### src/rtl/otter_cu_fsm_pkg.sv
// Shared definitions for the Otter multicycle control unit.
// Holds the RV32I major opcodes, the PC source select codes, the MRET
// immediate, the FSM state encoding and the control-output bundle type.
package otter_cu_fsm_pkg;

  // RV32I major opcodes (ir[6:0])
  localparam logic [6:0] OPC_OP     = 7'b0110011;
  localparam logic [6:0] OPC_OP_IMM = 7'b0010011;
  localparam logic [6:0] OPC_LUI    = 7'b0110111;
  localparam logic [6:0] OPC_AUIPC  = 7'b0010111;
  localparam logic [6:0] OPC_JAL    = 7'b1101111;
  localparam logic [6:0] OPC_JALR   = 7'b1100111;
  localparam logic [6:0] OPC_BRANCH = 7'b1100011;
  localparam logic [6:0] OPC_LOAD   = 7'b0000011;
  localparam logic [6:0] OPC_STORE  = 7'b0100011;
  localparam logic [6:0] OPC_SYSTEM = 7'b1110011;

  // PC source mux codes
  localparam logic [2:0] PC_SEL_NEXT   = 3'd0;
  localparam logic [2:0] PC_SEL_JALR   = 3'd1;
  localparam logic [2:0] PC_SEL_BRANCH = 3'd2;
  localparam logic [2:0] PC_SEL_JAL    = 3'd3;
  localparam logic [2:0] PC_SEL_MTVEC  = 3'd4;
  localparam logic [2:0] PC_SEL_MEPC   = 3'd5;

  // ir[31:20] of MRET
  localparam logic [11:0] MRET_IMM = 12'h302;

  typedef enum logic [2:0] {
    ST_INIT  = 3'd0,
    ST_FETCH = 3'd1,
    ST_EXEC  = 3'd2,
    ST_WB    = 3'd3,
    ST_TRAP  = 3'd4
  } state_e;

  // Control outputs produced by the FSM each cycle
  typedef struct packed {
    logic       pc_w_en;
    logic [2:0] pc_src_sel;
    logic       imem_rd;
    logic       ir_ld;
    logic       dmem_rd;
    logic       dmem_wr;
    logic       rf_we;
    logic       csr_we;
    logic       int_taken;
    logic       mret_exec;
    logic       illegal;
  } ctrl_t;

endpackage

### src/rtl/otter_cu_fsm_if.sv
// Control-unit <-> datapath signal bundle.
//   master : the control FSM (drives enables, reads ir/flags/handshakes)
//   slave  : the datapath/memory side (drives ir/flags/handshakes)
// Inputs to the FSM : ir, br_eq, br_lt, br_ltu, intr, mie, imem_ready, dmem_ready
// Outputs of the FSM: pc_w_en, pc_src_sel, imem_rd, ir_ld, dmem_rd, dmem_wr,
//                     rf_we, csr_we, int_taken, mret_exec, illegal
interface otter_cu_fsm_if;
  logic [31:0] ir;
  logic        br_eq;
  logic        br_lt;
  logic        br_ltu;
  logic        intr;
  logic        mie;
  logic        imem_ready;
  logic        dmem_ready;

  logic        pc_w_en;
  logic [2:0]  pc_src_sel;
  logic        imem_rd;
  logic        ir_ld;
  logic        dmem_rd;
  logic        dmem_wr;
  logic        rf_we;
  logic        csr_we;
  logic        int_taken;
  logic        mret_exec;
  logic        illegal;

  modport master (
    input  ir, br_eq, br_lt, br_ltu, intr, mie, imem_ready, dmem_ready,
    output pc_w_en, pc_src_sel, imem_rd, ir_ld, dmem_rd, dmem_wr,
           rf_we, csr_we, int_taken, mret_exec, illegal
  );

  modport slave (
    output ir, br_eq, br_lt, br_ltu, intr, mie, imem_ready, dmem_ready,
    input  pc_w_en, pc_src_sel, imem_rd, ir_ld, dmem_rd, dmem_wr,
           rf_we, csr_we, int_taken, mret_exec, illegal
  );
endinterface

### src/rtl/otter_cu_fsm_branch_cond_gen.sv
// Branch condition generator (combinational).
// Ports:
//   funct3_i  in  3  branch funct3 field
//   br_eq_i   in  1  rs1 == rs2
//   br_lt_i   in  1  rs1 <  rs2 signed
//   br_ltu_i  in  1  rs1 <  rs2 unsigned
//   taken_o   out 1  branch taken
//   valid_o   out 1  funct3 encodes a defined branch (010/011 do not)
module branch_cond_gen (
  input  logic [2:0] funct3_i,
  input  logic       br_eq_i,
  input  logic       br_lt_i,
  input  logic       br_ltu_i,
  output logic       taken_o,
  output logic       valid_o
);

  // Map funct3 onto the comparison flags
  always_comb begin
    taken_o = 1'b0;
    valid_o = 1'b1;
    case (funct3_i)
      3'b000:  taken_o = br_eq_i;     // BEQ
      3'b001:  taken_o = ~br_eq_i;    // BNE
      3'b100:  taken_o = br_lt_i;     // BLT
      3'b101:  taken_o = ~br_lt_i;    // BGE
      3'b110:  taken_o = br_ltu_i;    // BLTU
      3'b111:  taken_o = ~br_ltu_i;   // BGEU
      default: begin                  // 010/011 unsupported
        taken_o = 1'b0;
        valid_o = 1'b0;
      end
    endcase
  end

endmodule

### src/rtl/otter_cu_fsm.sv
// Otter RV32I multicycle control FSM.
// Sequences INIT -> FETCH -> EXEC [-> WB] [-> TRAP] -> FETCH, producing the
// PC/RF/CSR/memory enables from the current state, ir and handshake inputs.
// Ports:
//   clk   in  clock
//   rst   in  synchronous active-high reset (forces INIT, outputs held 0)
//   cu    master modport of otter_cu_fsm_if (see interface file for members)
// Parameter:
//   INIT_CYCLES  cycles spent in INIT before the first fetch (>=1)
module otter_cu_fsm
  import otter_cu_fsm_pkg::*;
#(
  parameter int INIT_CYCLES = 4
) (
  input logic            clk,
  input logic            rst,
  otter_cu_fsm_if.master cu
);

  localparam int CNT_W = $clog2(INIT_CYCLES + 1);
  localparam logic [CNT_W-1:0] INIT_LAST = CNT_W'(INIT_CYCLES - 1);

  state_e           state_q, state_d;
  logic [CNT_W-1:0] init_cnt_q, init_cnt_d;
  ctrl_t            ctrl_s;
  ctrl_t            ctrl_out_s;
  logic             retire_s;
  logic [2:0]       ret_sel_s;
  logic             br_taken_s;
  logic             br_valid_s;

  logic [6:0]       opcode_s;
  logic [2:0]       funct3_s;
  logic [11:0]      imm12_s;
  logic             unused_ir_s;

  assign opcode_s    = cu.ir[6:0];
  assign funct3_s    = cu.ir[14:12];
  assign imm12_s     = cu.ir[31:20];
  assign unused_ir_s = ^{cu.ir[19:15], cu.ir[11:7]};

  branch_cond_gen u_branch_cond (
    .funct3_i (funct3_s),
    .br_eq_i  (cu.br_eq),
    .br_lt_i  (cu.br_lt),
    .br_ltu_i (cu.br_ltu),
    .taken_o  (br_taken_s),
    .valid_o  (br_valid_s)
  );

  // State register and INIT counter
  always_ff @(posedge clk) begin
    if (rst) begin
      state_q    <= ST_INIT;
      init_cnt_q <= '0;
    end else begin
      state_q    <= state_d;
      init_cnt_q <= init_cnt_d;
    end
  end

  // Next-state and control decode
  always_comb begin
    state_d    = state_q;
    init_cnt_d = init_cnt_q;
    ctrl_s     = '0;
    retire_s   = 1'b0;
    ret_sel_s  = PC_SEL_NEXT;

    case (state_q)
      ST_INIT: begin
        if (init_cnt_q == INIT_LAST) begin
          state_d    = ST_FETCH;
          init_cnt_d = '0;
        end else begin
          init_cnt_d = init_cnt_q + 1'b1;
        end
      end

      ST_FETCH: begin
        ctrl_s.imem_rd = 1'b1;
        if (cu.imem_ready) begin
          ctrl_s.ir_ld = 1'b1;
          state_d      = ST_EXEC;
        end else begin
          state_d      = ST_FETCH;
        end
      end

      ST_EXEC: begin
        case (opcode_s)
          OPC_OP, OPC_OP_IMM, OPC_LUI, OPC_AUIPC: begin
            ctrl_s.rf_we = 1'b1;
            retire_s     = 1'b1;
          end
          OPC_JAL: begin
            ctrl_s.rf_we = 1'b1;
            retire_s     = 1'b1;
            ret_sel_s    = PC_SEL_JAL;
          end
          OPC_JALR: begin
            ctrl_s.rf_we = 1'b1;
            retire_s     = 1'b1;
            ret_sel_s    = PC_SEL_JALR;
          end
          OPC_BRANCH: begin
            retire_s       = 1'b1;
            ret_sel_s      = br_taken_s ? PC_SEL_BRANCH : PC_SEL_NEXT;
            ctrl_s.illegal = ~br_valid_s;
          end
          OPC_STORE: begin
            // Stay in EXEC with the request held until memory acknowledges
            ctrl_s.dmem_wr = 1'b1;
            if (cu.dmem_ready) begin
              retire_s = 1'b1;
            end else begin
              retire_s = 1'b0;
            end
          end
          OPC_LOAD: begin
            // PC update is deferred to WB so rd is written before retiring
            ctrl_s.dmem_rd = 1'b1;
            if (cu.dmem_ready) begin
              state_d = ST_WB;
            end else begin
              state_d = ST_EXEC;
            end
          end
          OPC_SYSTEM: begin
            retire_s = 1'b1;
            if (funct3_s != 3'b000) begin
              ctrl_s.csr_we = 1'b1;
              ctrl_s.rf_we  = 1'b1;
            end else if (imm12_s == MRET_IMM) begin
              ctrl_s.mret_exec = 1'b1;
              ret_sel_s        = PC_SEL_MEPC;
            end else begin
              ctrl_s.illegal = 1'b1;   // ECALL/EBREAK etc. retire as NOP
            end
          end
          default: begin
            ctrl_s.illegal = 1'b1;
            retire_s       = 1'b1;
          end
        endcase
      end

      ST_WB: begin
        ctrl_s.rf_we = 1'b1;
        retire_s     = 1'b1;
      end

      ST_TRAP: begin
        ctrl_s.pc_w_en    = 1'b1;
        ctrl_s.pc_src_sel = PC_SEL_MTVEC;
        ctrl_s.int_taken  = 1'b1;
        state_d           = ST_FETCH;
      end

      default: begin
        state_d    = ST_INIT;
        init_cnt_d = '0;
      end
    endcase

    // Retirement: the single point where an instruction updates the PC and
    // where a pending enabled interrupt is recognised.
    if (retire_s) begin
      ctrl_s.pc_w_en    = 1'b1;
      ctrl_s.pc_src_sel = ret_sel_s;
      state_d           = (cu.intr && cu.mie) ? ST_TRAP : ST_FETCH;
    end else begin
      ctrl_s.pc_w_en = ctrl_s.pc_w_en;
    end
  end

  // Reset masks every output in the cycle it is asserted
  assign ctrl_out_s = rst ? '0 : ctrl_s;

  assign cu.pc_w_en    = ctrl_out_s.pc_w_en;
  assign cu.pc_src_sel = ctrl_out_s.pc_src_sel;
  assign cu.imem_rd    = ctrl_out_s.imem_rd;
  assign cu.ir_ld      = ctrl_out_s.ir_ld;
  assign cu.dmem_rd    = ctrl_out_s.dmem_rd;
  assign cu.dmem_wr    = ctrl_out_s.dmem_wr;
  assign cu.rf_we      = ctrl_out_s.rf_we;
  assign cu.csr_we     = ctrl_out_s.csr_we;
  assign cu.int_taken  = ctrl_out_s.int_taken;
  assign cu.mret_exec  = ctrl_out_s.mret_exec;
  assign cu.illegal    = ctrl_out_s.illegal;

endmodule

### src/flat_wrapper.sv
// flat-port wrapper written by rule: the top's interface ports become plain ports
module otter_cu_fsm_flat import otter_cu_fsm_pkg::*;
#(
  parameter int INIT_CYCLES = 4
)
  (clk, rst, cu_ir, cu_br_eq, cu_br_lt, cu_br_ltu, cu_intr, cu_mie, cu_imem_ready, cu_dmem_ready, cu_pc_w_en, cu_pc_src_sel, cu_imem_rd, cu_ir_ld, cu_dmem_rd, cu_dmem_wr, cu_rf_we, cu_csr_we, cu_int_taken, cu_mret_exec, cu_illegal);
  otter_cu_fsm_if cu_i ();
  input logic clk;
  input logic rst;
  input wire logic [$bits(cu_i.ir)-1:0] cu_ir;
  input wire logic [$bits(cu_i.br_eq)-1:0] cu_br_eq;
  input wire logic [$bits(cu_i.br_lt)-1:0] cu_br_lt;
  input wire logic [$bits(cu_i.br_ltu)-1:0] cu_br_ltu;
  input wire logic [$bits(cu_i.intr)-1:0] cu_intr;
  input wire logic [$bits(cu_i.mie)-1:0] cu_mie;
  input wire logic [$bits(cu_i.imem_ready)-1:0] cu_imem_ready;
  input wire logic [$bits(cu_i.dmem_ready)-1:0] cu_dmem_ready;
  output wire logic [$bits(cu_i.pc_w_en)-1:0] cu_pc_w_en;
  output wire logic [$bits(cu_i.pc_src_sel)-1:0] cu_pc_src_sel;
  output wire logic [$bits(cu_i.imem_rd)-1:0] cu_imem_rd;
  output wire logic [$bits(cu_i.ir_ld)-1:0] cu_ir_ld;
  output wire logic [$bits(cu_i.dmem_rd)-1:0] cu_dmem_rd;
  output wire logic [$bits(cu_i.dmem_wr)-1:0] cu_dmem_wr;
  output wire logic [$bits(cu_i.rf_we)-1:0] cu_rf_we;
  output wire logic [$bits(cu_i.csr_we)-1:0] cu_csr_we;
  output wire logic [$bits(cu_i.int_taken)-1:0] cu_int_taken;
  output wire logic [$bits(cu_i.mret_exec)-1:0] cu_mret_exec;
  output wire logic [$bits(cu_i.illegal)-1:0] cu_illegal;
  assign cu_i.ir = cu_ir;
  assign cu_i.br_eq = cu_br_eq;
  assign cu_i.br_lt = cu_br_lt;
  assign cu_i.br_ltu = cu_br_ltu;
  assign cu_i.intr = cu_intr;
  assign cu_i.mie = cu_mie;
  assign cu_i.imem_ready = cu_imem_ready;
  assign cu_i.dmem_ready = cu_dmem_ready;
  assign cu_pc_w_en = cu_i.pc_w_en;
  assign cu_pc_src_sel = cu_i.pc_src_sel;
  assign cu_imem_rd = cu_i.imem_rd;
  assign cu_ir_ld = cu_i.ir_ld;
  assign cu_dmem_rd = cu_i.dmem_rd;
  assign cu_dmem_wr = cu_i.dmem_wr;
  assign cu_rf_we = cu_i.rf_we;
  assign cu_csr_we = cu_i.csr_we;
  assign cu_int_taken = cu_i.int_taken;
  assign cu_mret_exec = cu_i.mret_exec;
  assign cu_illegal = cu_i.illegal;
  otter_cu_fsm #(.INIT_CYCLES(INIT_CYCLES)) u_core (.clk(clk), .rst(rst), .cu(cu_i));
endmodule
### config.mk
export PLATFORM = sky130hd
export DESIGN_NAME = otter_cu_fsm_flat
export DESIGN_NICKNAME = d
export VERILOG_FILES = /design/src/rtl/otter_cu_fsm_pkg.sv /design/src/rtl/otter_cu_fsm_if.sv /design/src/rtl/otter_cu_fsm_branch_cond_gen.sv /design/src/rtl/otter_cu_fsm.sv /design/src/flat_wrapper.sv
export SDC_FILE = /design/constraint.sdc
export NUM_CORES = 1
export LEC_CHECK = 0
export CORE_UTILIZATION = 32
export CTS_CLUSTER_SIZE = 40
export DETAILED_ROUTE_END_ITERATION = 8
export PLACE_DENSITY = 0.91
export SLEW_MARGIN = 20
export SYNTH_ARGS = -nofsm -noshare
export SYNTH_HDL_FRONTEND = slang
export SYNTH_HIERARCHICAL = 1
export SYNTH_SLANG_ARGS = --single-unit
### constraint.sdc
create_clock -name clk -period 1.6 [get_ports clk]
set_input_delay 0.32 -clock clk [delete_from_list [all_inputs] [get_ports clk]]
set_output_delay 0.32 -clock clk [all_outputs]
set_load 0.02 [all_outputs]
# After elaboration in Yosys (flattened, before gate mapping)
# Index checks and enable logic that the tools add are counted.
# W data, S select, Z words.
[totals]
register_bits = 6
inputBits = 41
output_inout_bits = 13
elab_cells = 80
[op_classes]
addsub = 1
eq_ne = 24
mux = 40
n_bitwise = 4
reduce_logical = 9
[op_table]
columns = ["cell", "count"]
rows = [
  ["$eq A7 B7 Y1 const B", 4],
  ["$mux W3", 9],
  ["$eq A7 B6 Y1 const B", 3],
  ["$eq A3 B3 Y1 const B", 5],
  ["$pmux W3 S5", 1],
  ["$eq A7 B5 Y1 const B", 2],
  ["$mux W2", 7],
  ["$mux W1", 13],
  ["$mux W13", 1],
  ["$eq A12 B10 Y1 const B", 1],
  ["$pmux W3 S4", 1],
  ["$reduce_or A6 Y1", 2],
  ["$eq A3 B2 Y1 const B", 3],
  ["$pmux W1 S2", 4],
  ["$reduce_or A8 Y1", 1],
  ["$eq A7 B2 Y1 const B", 1],
  ["$eq A3 B1 Y1 const B", 2],
  ["$logic_not A3 Y1", 2],
  ["$pmux W1 S6", 1],
  ["$pmux W3 S2", 1],
  ["$mux W4", 1],
  ["$not A1 Y1", 4],
  ["$reduce_or A4 Y1", 1],
  ["$add A3 B1 Y3 const B", 1],
  ["7 further kinds", 7],
]

# Longest topological paths before layout
[depth]
word_depth = 7
mapped_depth = 6
depth_no_buf = 6

# By module
# The synthesis kept the hierarchy.
[by_module_without_submodules]
columns = ["module", "instances", "cells_each", "area_per_inst_um2", "seq_area_each_um2"]
rows = [
  ["otter_cu_fsm", 1, 85, 615.6, 120.1],
  ["branch_cond_gen", 1, 7, 52.6, 0.0],
]

# Least setup slack after synthesis
# OpenSTA, ideal clock, no wires.
[synth_path]
kind = "reg2out"
startpoint = "register u_core.state_q[0]"
endpoint = "output port cu_ir_ld"
t_arrival_ns = 1.546
t_required_ns = 1.280
setup_slack_ns = -0.266
stages_incl_launch_ff = 5
n_path_buf = 1
path_cell_list = "dfxtp_1 > buf_6 > inv_4 > nor4_1 > and2_1"
[synth_via]
elab_chain_cells = 3
[synth_lines]
columns = ["element", "line", "text"]
rows = [
  ["from (decl)", "otter_cu_fsm.sv:23", "state_e state_q, state_d;"],
  ["from (signal assigned)", "otter_cu_fsm.sv:57", "state_q <= state_d;"],
  ["$eq A3 B1 Y1", "otter_cu_fsm.sv:70", "case (state_q)"],
  ["$mux W2", "otter_cu_fsm.sv:70", ""],
  ["$mux W13", "otter_cu_fsm.sv:178", "assign ctrl_out_s = rst ? '0 : ctrl_s;"],
  ["to (decl)", "flat_wrapper.sv:21", "output wire logic [$bits(cu_i.ir_ld)-1:0] cu_ir_ld;"],
]
# No other way between the ends.

# Worst setup path after layout
[layout_path]
startpoint = "input port cu_ir[26]"
endpoint = "output port cu_illegal"
[layout_via]
elab_chain_cells = 6
[layout_lines]
columns = ["element", "line", "text"]
rows = [
  ["from (decl)", "flat_wrapper.sv:10", "input wire logic [$bits(cu_i.ir)-1:0] cu_ir;"],
  ["$eq A12 B10 Y1", "otter_cu_fsm.sv:134", "end else if (imm12_s == MRET_IMM) begin"],
  ["$mux W1", "otter_cu_fsm.sv:134", ""],
  ["$mux W2", "otter_cu_fsm.sv:131", "if (funct3_s != 3'b000) begin"],
  ["$pmux W1 S3", "otter_cu_fsm.sv:91", "case (opcode_s)"],
  ["$mux W2", "otter_cu_fsm.sv:70", ""],
  ["$mux W13", "otter_cu_fsm.sv:178", ""],
  ["to (decl)", "flat_wrapper.sv:28", "output wire logic [$bits(cu_i.illegal)-1:0] cu_illegal;"],
]
# No other way between the ends.

==> impl_results.md <==
* Synth top area share at 0.180
* Crit path launch: cu_ir[26]
* Aggregate global-route resource usage at 0.262
* Clock Root Buffer: clkbuf_4
* # setup viols final at 10
* Worst setup SP type: input pin
* WL/cell at 15.7 um
* Longest Clk Path Bufs at 2
* Worst path max stage delay at ~0.29 ns
* Flops & latches, synth at 6
* FF-to-FF End: u_core/state_q[0]
* Hpwl dp at 1940 um
* Leak pwr at between 0.6 and 0.7 nW
* Worst EP required at about 1.3 ns
* Reg2Reg Depth at 5
* Cell Rows at 16
* Rel. slew slack at 0.721
* EDFF count, synth at 0
* Starting Density at 0.341
* Worst Tran Pin Value at 0.415 ns
* Worst setup path end: cu_illegal
* Largest net degree at the start of global routing at 13
* Dominant cells by area after synthesis: dfxtp_1 18%, nand2_1 6.7%, a21oi_1 4.5%
* Num Clock Sinks at 6
* Total Routed Length at slightly above 3000 um
* Share of layout cells above drive strength 1 at 0.584
* # fillers at approximately 150
* Final Max Tran Viols at 0
* Synth async-reset ratio at 0
* Die area at 2270 um2
* Pre-antenna DRT Iters at 4
* Worst Hold Class: reg -> reg
* RSZ-0062 raised after global routing: yes
* Core area at approximately 2000 um2
* CP Class: in -> out
* Total grt overflow at 0
* Initial antenna violation count at 0
* Fin crit share at 1.14
* PD cells at about 570 nW/um2
* RD Place Congestion at 0.791
* Synth-to-Final Area Change at 129%
* Crit-path cells: buf_6 -> nor4bb_4 -> and3_1 -> and3b_1 -> o31a_1 -> buf_6
* Crit Path Max Fanout at 2
* Synth warnings at 6
* Failing checks: negative setup slack
* Area leader, netlist: dfxtp_1
* I/O pin total at 54
* Max Clock Freq at 0.549 GHz
* Ys flop type: dfxtp_1
* Hold path cells at 2
* Max_cap viols at 0
* Final setup TNS at -1.58 ns
* CTS Buf Count at 3
* Routed Antenna Nets at 0
* Drt initial violations at 11
* DR vias at 1,071
* Cell count after synthesis at 92
* Final min period at between 1.5 and 2 ns
* R2r startpoint: u_core/state_q[0]
* Synthesized area per cell at ~7.3 um2
* Number of global-route vias before repair at 1,024
* Seq/Total Area, Yosys at 0.180
* Width of the die at approximately 48 um
* Slowest stage cell, crit path: o31a_1
* Sequential cell area at between 100 and 150 um2
* Mapped cell area at 668 um2
* Final setup margin at -0.222 ns
* Worst VDD drop at 0.399 mV
* Hold Violations, Final at 0
* CTS tree: yes
* FF-to-FF setup slack at between 0.15 and 0.2 ns
* Placement Cell Area at 1320 um2
* Die Y-Extent at 47.7 um
* Syn Nets at 134
* Top cells by count, synth: 12 x nand2_1, 8 x nor2_1, 6 x a21oi_1, 6 x dfxtp_1
* First-pass GRT wire length at 4140 um
* CP Capture Type: primary output
* Clk_lat worst skew at approximately 0.26 ns
* Multi-input gate area at 717 um2
* Status: finished, violations left
* Cell area after layout at ~1500 um2
* Worst-path clk slew at 0.05 ns
* Post-detailed-route DRC marker count at 0
* Final total power at 871 uW
* Vias per inst at 5.55
* Nets at 210
* H-tree Lvls at 1
* Post-synth cell types at 42
* Antenna cells at 0
* Count leader, synth: nand2_1
* Port Buffers at 43
* Skew final at 0.00151 ns
* CP dominant cell by count: buf_6
* CP arrival at 1.50 ns
* Worst slack at placement at -1.13 ns
-- metrics by stage --
step                       util  hold slack (ns)  cells
after floorplan               -            0.402     92
after global placement    0.671            0.449    179
after detailed placement  0.671            0.478    179
after CTS                 0.729            0.484    190
after global routing      0.780            0.506    193
final                     0.780            0.503    193
-- cells in the final DEF (no fill, tap or decap), types with 2 or more instances in the layout --
master,instances
buf_4,29
buf_6,20
buf_2,12
nand2_1,7
clkdlybuf4s15_1,6
nor2_1,6
nor3_1,5
a21oi_2,4
o21ai_1,4
clkbuf_4,3
dlygate4sd2_1,3
clkdlybuf4s50_1,3
nand2_4,3
a21oi_1,3
nand3b_1,3
dfxtp_1,3
xor2_1,3
nor2_4,2
nand2_2,2
nor3b_4,2
nor4_4,2
nand2b_1,2
nor2b_1,2
o21ai_0,2
a22oi_1,2
dfxtp_2,2
-- power by group --
group | internal (mW) | switching (mW) | leakage, nW
clock | 0.0856 | 0.0667 | 0.0138
sequential | 0.189 | 0.0346 | 0.0507
combinational | 0.254 | 0.242 | 0.609
total | 0.528 | 0.343 | 0.674
-- worst max-delay path, delay by kind of cell --
family	cells	cell delay (ns)
AOI/OAI and AO/OA	1	0.29
and+or+nand+nor	3	0.65
buffers and inverters	2	0.23
-- routing by layer --
metal	GRT usage	routed length [um]
met1	0.252	1080
met2	0.505	1680
met3	0.0340	146
met4	0.178	129
met5	0	0
-- what timing repair did --
item,4_1_cts,5_1_grt
pin swaps,25,13
hold buffers,0,0
resized for setup,178,28
endpoints found under the setup margin,13,13
setup buffers,8,6
-- layout make-up --
cell class	instances	area share
multi-input cells	82	0.469
inverters	1	0.00409
repair buffers	74	0.408
flip-flops and latches	6	0.0826
well taps	27	0.0221
clock buffers	3	0.0147
-- logic make-up (layout without fill, tap and decap cells) --
family	count (synthesis)	count (layout)	share of synthesized area
flip-flops	6	6	0.180
multiplexers	1	1	0.0150
buffers and inverters	4	78	0.0374
adder cells (fa/ha/maj)	1	1	0.0187
AO/OA/AOI/OAI	24	24	0.230
XOR/XNOR	3	3	0.0393
AND/OR/NAND/NOR	53	53	0.479
-- flip-flops by register name, indices dropped and copies added, names as in the netlist --
name / cells
u_core/state_q: 3
u_core/init_cnt_q: 3
-- how the worst min path moves through the flow --
stage	slack, ns	endpoint	from
after floorplan	0.40	u_core/state_q[1]	rst
after global placement	0.45	u_core/init_cnt_q[2]	u_core/init_cnt_q[2]
after detailed placement	0.48	u_core/init_cnt_q[2]	u_core/init_cnt_q[2]
after CTS	0.48	u_core/init_cnt_q[2]	u_core/init_cnt_q[2]
after global routing	0.51	u_core/init_cnt_q[2]	u_core/init_cnt_q[2]
final	0.50	u_core/init_cnt_q[2]	u_core/init_cnt_q[2]
Power figures use the tool's default switching activity.
